`src/rtl/lamp_fpu_round_pkg.sv`:
```
// Shared floating-point constants, rounding-mode encoding and the
// round-increment helper used by the bfloat16 round/pack stage.
package lampFPU_pkg;

    localparam int LAMP_FLOAT_E_DW = 8;
    localparam int LAMP_FLOAT_F_DW = 7;
    localparam int LAMP_FLOAT_DW   = 1 + LAMP_FLOAT_E_DW + LAMP_FLOAT_F_DW;

    // All-ones biased exponent encodes Inf/NaN.
    localparam logic [LAMP_FLOAT_E_DW-1:0] LAMP_FLOAT_E_MAX = '1;

    // Bit positions inside the 3-bit {OF,UF,NX} flag vector.
    localparam int FLAG_OF = 2;
    localparam int FLAG_UF = 1;
    localparam int FLAG_NX = 0;

    typedef enum logic [2:0] {
        RNE = 3'd0,
        RTZ = 3'd1,
        RDN = 3'd2,
        RUP = 3'd3,
        RMM = 3'd4
    } rnd_mode_t;

    // Decide whether the truncated significand must be bumped by one ulp.
    // Unknown mode encodings fall back to round-to-nearest-even.
    function automatic logic FUNC_rndInc(
        input logic [2:0] mode,
        input logic       s,
        input logic       lsb,
        input logic       g,
        input logic       st
    );
        logic inexact;
        inexact = g | st;
        case (mode)
            RTZ:     FUNC_rndInc = 1'b0;
            RDN:     FUNC_rndInc = inexact & s;
            RUP:     FUNC_rndInc = inexact & ~s;
            RMM:     FUNC_rndInc = g;
            default: FUNC_rndInc = g & (st | lsb);
        endcase
    endfunction

endpackage

```
`src/rtl/lamp_fpu_round.sv`:
```
// Two-stage round/pack for bfloat16 results coming out of add/sub
// normalisation: stage 1 decides the increment, stage 2 applies it,
// handles carry/denormal promotion/overflow and packs the word.
module lamp_fpu_round
    import lampFPU_pkg::*;
#(
    parameter int E_DW = LAMP_FLOAT_E_DW,
    parameter int F_DW = LAMP_FLOAT_F_DW
) (
    input  logic               clk,
    input  logic               rst,
    input  logic               doRound_i,
    input  logic [2:0]         rndMode_i,
    input  logic               s_res_i,
    input  logic [E_DW-1:0]    e_res_i,
    input  logic [F_DW+4:0]    f_res_i,
    input  logic               isOverflow_i,
    input  logic               isUnderflow_i,
    input  logic               isToRound_i,
    input  logic               clrFlags_i,
    output logic [E_DW+F_DW:0] result_o,
    output logic               valid_o,
    output logic [2:0]         flags_o,
    output logic [2:0]         flagsAcc_o
);

    localparam logic [E_DW-1:0] E_MAX    = '1;
    localparam logic [E_DW-1:0] E_MAX_M1 = {{(E_DW-1){1'b1}}, 1'b0};
    localparam logic [E_DW-1:0] E_ONE    = {{(E_DW-1){1'b0}}, 1'b1};

    // The overflow bit of the extended significand is always 0 for valid ops.
    logic w_unused_ovf_bit;
    assign w_unused_ovf_bit = f_res_i[F_DW+4];

    // Stage-1 state
    logic            r_s, r_inc, r_inexact, r_ovf, r_unf, r_to_round, r_valid;
    logic [E_DW-1:0] r_e;
    logic [F_DW:0]   r_mant;
    logic [2:0]      r_mode;

    // Stage-2 / output state
    logic [E_DW+F_DW:0] r_result;
    logic               r_valid_out;
    logic [2:0]         r_flags, r_flags_acc;

    logic w_inc_next, w_inexact_next;

    logic [F_DW+1:0]    w_sum;
    logic               w_carry;
    logic [E_DW-1:0]    w_e_inc, w_e_fin;
    logic [F_DW-1:0]    w_f_fin;
    logic               w_ovf, w_inf;
    logic [E_DW+F_DW:0] w_result_next;
    logic [2:0]         w_flags_next, w_flags_acc_next;

    // Stage-1 rounding decision; pass-through ops never increment.
    always_comb begin
        w_inexact_next = f_res_i[2] | f_res_i[1] | f_res_i[0];
        w_inc_next     = isToRound_i &
                         FUNC_rndInc(rndMode_i, s_res_i, f_res_i[3], f_res_i[2],
                                     f_res_i[1] | f_res_i[0]);
    end

    assign w_sum   = {1'b0, r_mant} + {{(F_DW+1){1'b0}}, r_inc};
    assign w_carry = w_sum[F_DW+1];
    assign w_e_inc = r_e + E_ONE;

    // Stage-2 increment, renormalise, overflow saturation and flag generation.
    always_comb begin
        w_e_fin       = r_e;
        w_f_fin       = w_sum[F_DW-1:0];
        w_result_next = '0;
        w_flags_next  = '0;
        if (w_carry) begin
            w_e_fin = w_e_inc;
            w_f_fin = '0;
        end else if (r_e == '0 && w_sum[F_DW]) begin
            w_e_fin = E_ONE;
        end
        w_ovf = r_ovf | (w_carry & (w_e_inc == E_MAX));
        // Only the modes that round away from the overflowing side saturate.
        w_inf = !((r_mode == RTZ) || (r_mode == RUP && r_s) || (r_mode == RDN && !r_s));
        if (r_valid) begin
            if (!r_to_round) begin
                w_result_next = {r_s, r_e, r_mant[F_DW-1:0]};
            end else if (w_ovf) begin
                w_result_next         = w_inf ? {r_s, E_MAX, {F_DW{1'b0}}}
                                              : {r_s, E_MAX_M1, {F_DW{1'b1}}};
                w_flags_next[FLAG_OF] = 1'b1;
                w_flags_next[FLAG_UF] = r_unf;
                w_flags_next[FLAG_NX] = 1'b1;
            end else begin
                w_result_next         = {r_s, w_e_fin, w_f_fin};
                w_flags_next[FLAG_UF] = r_unf | ((w_e_fin == '0) & r_inexact);
                w_flags_next[FLAG_NX] = r_inexact;
            end
        end
        // New flags are ORed after the clear so they survive a same-cycle clear.
        w_flags_acc_next = (clrFlags_i ? 3'b000 : r_flags_acc) | w_flags_next;
    end

    // Pipeline registers for both stages plus the sticky flag accumulator.
    always_ff @(posedge clk) begin
        if (rst) begin
            r_s         <= 1'b0;
            r_e         <= '0;
            r_mant      <= '0;
            r_inc       <= 1'b0;
            r_inexact   <= 1'b0;
            r_mode      <= 3'd0;
            r_ovf       <= 1'b0;
            r_unf       <= 1'b0;
            r_to_round  <= 1'b0;
            r_valid     <= 1'b0;
            r_result    <= '0;
            r_valid_out <= 1'b0;
            r_flags     <= 3'b000;
            r_flags_acc <= 3'b000;
        end else begin
            r_s         <= s_res_i;
            r_e         <= e_res_i;
            r_mant      <= f_res_i[F_DW+3:3];
            r_inc       <= w_inc_next;
            r_inexact   <= w_inexact_next;
            r_mode      <= rndMode_i;
            r_ovf       <= isOverflow_i;
            r_unf       <= isUnderflow_i;
            r_to_round  <= isToRound_i;
            r_valid     <= doRound_i;
            r_result    <= w_result_next;
            r_valid_out <= r_valid;
            r_flags     <= w_flags_next;
            r_flags_acc <= w_flags_acc_next;
        end
    end

    assign result_o   = r_result;
    assign valid_o    = r_valid_out;
    assign flags_o    = r_flags;
    assign flagsAcc_o = r_flags_acc;

endmodule

```
`config.mk`:
```
export PLATFORM = sky130hd
export DESIGN_NAME = lamp_fpu_round
export DESIGN_NICKNAME = d
export VERILOG_FILES = /design/src/rtl/lamp_fpu_round_pkg.sv /design/src/rtl/lamp_fpu_round.sv
export SDC_FILE = /design/constraint.sdc
export NUM_CORES = 1
export LEC_CHECK = 0
export ABC_AREA = 1
export CORE_ASPECT_RATIO = 2
export CORE_MARGIN = 2
export CORE_UTILIZATION = 40
export DETAILED_ROUTE_END_ITERATION = 8
export PLACE_DENSITY_LB_ADDON = 0.25
export SETUP_SLACK_MARGIN = 0.4
export SLEW_MARGIN = 20
export SYNTH_ARGS = -nofsm -noshare
export SYNTH_HDL_FRONTEND = slang
export SYNTH_SLANG_ARGS = --single-unit
```
`constraint.sdc`:
```
create_clock -name clk -period 1.8 [get_ports clk]
set_clock_uncertainty 0.05 [all_clocks]
set_input_delay 0.36 -clock clk [delete_from_list [all_inputs] [get_ports clk]]
set_output_delay 0.36 -clock clk [all_outputs]
set_load 0.01 [all_outputs]
```
Word-level counts from Yosys, hierarchy flattened. Index checks and enable logic that the tools add are counted.

Flip-flop bits (word level): 49. Input bits: 31. Output and inout port bits: 23. Word-level logic and storage cells: 61.

Add/sub/neg operators: 2. Equal/unequal tests: 8. Muxes and demuxes: 12. Bitwise gates (word level): 16. Reduce and logical (&&, ||, !) cells: 9.

Operator list (count): $mux W15 (2); $mux W8 (3); $logic_not A8 Y1 (2); $eq A3 B2 Y1 const B (4); $add A8 B1 Y9 (1); $mux W3 (3); $add A8 B1 Y8 const B (1); $eq A8 B8 Y1 const B (1); $mux W7 (1); $or A1 B1 Y1 (7); $and A1 B1 Y1 (6); $eq A3 B1 Y1 const B (2); $pmux W1 S4 (1); $eq A3 B3 Y1 const B (1); $logic_and A1 B1 Y1 (3); $or A3 B3 Y3 (1); $logic_or A1 B1 Y1 (2); $mux W2 (1); $not A1 Y1 (2); $reduce_or A2 Y1 (1); $logic_not A1 Y1 (1); $mux W1 (1).

Longest topological paths before layout.
Depth after elaboration: 11. Gate-level depth with buffers: 15. Gate-level depth less buffers: 14.

Worst setup path after synthesis. Ideal clock, no wire load.

Path type: register to register. Start point: reg r_mant[0]. End point: reg r_result[7], in the netlist result_o[7]. Setup time: 132 ps. Data arrival time: 1567 ps. Data required time: 1618 ps. Setup slack: 50 ps. Stages on the path, launching flop included: 14. Path buffers: 0. Period minus slack after synthesis: 1750 ps. Path through: dfxtp_1 > ha_1 > ha_1 > nand2_1 > nor2_2 > nand2_4 > clkinv_4 > nand3_2 > inv_2 > nand3_2 > nand2_4 > nand2_4 > nand3_1 > a21oi_1.

Cells in the longest elaborated chain, start to end: 6. Elaborated cells on any way between the ends: 8. Classes of those cells: add/sub: 1; mux: 4; bitwise: 2; reduce/logical: 1.

RTL lines: start, declared (RTL line lamp_fpu_round.sv:38) `logic [F_DW:0] r_mant;`; start signal, assigned (RTL line lamp_fpu_round.sv:122) `r_mant <= f_res_i[F_DW+3:3];`; $add A8 B1 Y9 (*) (RTL line lamp_fpu_round.sv:64) `assign w_sum = {1'b0, r_mant} + {{(F_DW+1){1'b0}}, r_inc};`; $logic_and A1 B1 Y1 (RTL line lamp_fpu_round.sv:77) `end else if (r_e == '0 && w_sum[F_DW]) begin`; $mux W8 (RTL line lamp_fpu_round.sv:77); $mux W8 (RTL line lamp_fpu_round.sv:74) `if (w_carry) begin`; $mux W15 (*) (RTL line lamp_fpu_round.sv:86) `end else if (w_ovf) begin`; $mux W15 (*) (RTL line lamp_fpu_round.sv:84) `if (!r_to_round) begin`; end signal, assigned (RTL line lamp_fpu_round.sv:130) `r_result <= w_result_next;`; end, declared (RTL line lamp_fpu_round.sv:42) `logic [E_DW+F_DW:0] r_result;`.

Every way passes the cells marked *; elsewhere a longest branch is shown, timed or not. A chain may end at the register's enable or synchronous reset.

Final worst setup path.
Start point: reg r_mant[0]. End point: reg r_result[12], in the netlist result_o[12].

Same word-level chain as after synthesis.

==> metrics.txt <==
FP Rows=38; area grow syn2layout=45.5%; synthesized cell area=2260 um^2; total die area=6310 um^2; FF+latch count, synth=49; Cell variety after synth=29; Final WS setup=-35.6 ps; CTS max path bufs=2; Pwr per Cell Area=665 nW/um^2; total routed wirelength=5.17 mm; H-tree depth=2; worst rel slew slack=0.693; DP HPWL=4.20 mm; Boundary Pins=54; Mapped Cells=325; Vias=2193; worst slew pin tran=461 ps; violated checks=negative setup slack; fin crit share=1.02; first drt pass iteration count=4; initial antenna violation count=0; nets@finish=434; WP data arrival=1990 ps; # hold bufs at CTS=0; RSZ-0062 raised after global routing=yes; vias per cell=4.78; Period minus WS final=1840 ps; fraction of layout cells with a size suffix above 1=0.226; Util after Layout=0.607; Hold Violations, Final=0; IO buf count=52; Max-Cap Viols=0; hold crit path type=register to register; DRC Markers=0; CP startpoint kind=register; CP Class=register to register; first-pass GRT wire length=8.98 mm; Slew Limit Fails=0; static leakage=1.65 nW; Diodes inserted=0; global placement routability congestion=0.851; peak supply drop=0.636 mV; grt total ovfl=0; register clock-pin slew on the reported worst setup and hold paths=90 ps; core area=5420 um^2; vias in the first global route=2179; status=finished, violations left; Yosys Warn Count=0; Crit Path Max Fanout=8; total placed cells including tap cells=450; Die Y-Extent=110 um; Initial Utilization=0.417; CTS tree=built; register area share after synthesis=0.434; Die W=57.2 um; Synth Area per Inst=6.96 um^2; Clock Sinks=49; DR WL/cell=11.3 um; root buf cell=clkbuf_8; Starting DRT DRC Count=45; GRT Util Overall=0.185; Final Non-Filler Cells=459; Mapped Nets=361; total power=0.00219 W; Crit. End Element=register; Worst-Skew Late Latency=310 ps; number of buffers created by CTS=5; post-route ant nets=0; largest net degree at the start of global routing=28; critical path required time=1960 ps; Finish-stage setup viols=5; f_max=545 MHz
## critical path: stages (launching register included)
cell,delay [ps]
dfxtp_2,350
ha_4,170
ha_4,160
nand2_4,70
nor2_4,40
nand2_4,70
clkinv_4,80
nand3_4,70
inv_2,50
nand3_4,100
nand2_8,110
nor2_4,170
inv_2,80
o21ai_2,130
inv_1,40
## area by class of cell
type | instances | area [um^2]
Sequential cell | 49 | 990
Timing Repair Buffer | 75 | 684
Inverter | 65 | 251
Fill cell | 544 | 2130
Multi-Input combinational cell | 202 | 1180
Clock inverter | 1 | 8.76
Tap cell | 60 | 75.1
Clock buffer | 7 | 96.3
## cell usage after synthesis (all sizes together)
library cell / instances / area (um^2)
a211oi: 1 / 7.51
nor3: 3 / 15.0
xor2: 2 / 17.5
ha: 5 / 62.6
a21oi: 11 / 55.1
buf: 3 / 23.8
nand2: 65 / 279
clkbuf: 6 / 22.5
and3: 1 / 6.26
nand4: 5 / 31.3
xnor2: 1 / 8.76
clkinv: 1 / 8.76
a31oi: 1 / 6.26
nand3: 22 / 120
o211ai: 2 / 15.0
nor2: 64 / 263
dfxtp: 49 / 981
o21bai: 1 / 7.51
inv: 64 / 240
o21ai: 18 / 90.1
## state kept, by name, indices dropped and copies added, names as in the netlist
| register | cells |
|---|---|
| result_o | 16 |
| r_e | 8 |
| r_mant | 8 |
| flagsAcc_o | 3 |
| flags_o | 3 |
| r_mode | 3 |
| r_inc | 1 |
| r_inexact | 1 |
| r_ovf | 1 |
| r_s | 1 |
| r_to_round | 1 |
| r_unf | 1 |
| r_valid | 1 |
| valid_o | 1 |
## placed cells by master, fill, tap and decap left out, types with 4 or more instances in the layout
cell,synthesis,layout
nor2_1,59,56
inv_1,59,55
nand2_1,59,50
dfxtp_1,49,44
clkdlybuf4s50_1,0,29
dlygate4sd2_1,0,23
buf_4,1,20
nand3_1,20,13
a21oi_1,11,10
nand2_2,2,9
inv_2,5,8
o21ai_2,0,8
o21ai_1,13,7
clkbuf_8,0,7
nand3_2,2,6
nand4_1,5,5
nor2_2,3,5
dfxtp_2,0,4
## report_power, final
part,internal [W],switching (W)
sequential,0.00113,0.0000336
combinational,0.000152,0.000160
clock,0.000355,0.000363
total,0.00163,0.000556
## repair_timing
item                                    4_1_cts  5_1_grt
hold endpoints to repair                      0        0
endpoints found under the setup margin       44       22
pin swaps                                    22       10
buffers inserted                              0        1
resized for setup                            53       18
## cells by family (layout without fill, tap and decap cells)
kind of cell	after synthesis	count (layout)	share of synthesized area
AO/OA/AOI/OAI	34	34	0.0802
XOR/XNOR	3	3	0.0116
adder cells (fa/ha/maj)	5	5	0.0277
buffers and inverters	74	148	0.131
flip-flops	49	49	0.434
AND/OR/NAND/NOR	160	160	0.316
## per-layer routing
| layer | global-route usage | wire length (um) |
|---|---|---|
| met5 | 0 | 0 |
| met4 | 0.0963 | 166 |
| met3 | 0.0420 | 200 |
| met2 | 0.365 | 2980 |
| met1 | 0.169 | 1830 |
## through the flow
step / hold slack, ps / instance area, um^2 / TNS [ps] / setup slack (ps)
floorplan: 366 / 2310 / 0 / 130
global placement: 381 / 3040 / -24.9 / -9.05
detailed placement: 384 / 3040 / -254 / -45.9
CTS: 402 / 3240 / -62.4 / -29.6
global route: 425 / 3290 / -1600 / -149
finish: 396 / 3290 / -110 / -35.6
## final timing paths
path / start / to / slack [ps] / cells past startpoint
min reg2reg: r_s / result_o[15] / 400 / 2
max reg2reg: r_mant[0] / result_o[12] / -40 / 14
max: r_mant[0] / result_o[12] / -40 / 14
min: r_s / result_o[15] / 400 / 2
Power figures use the tool's default switching activity.
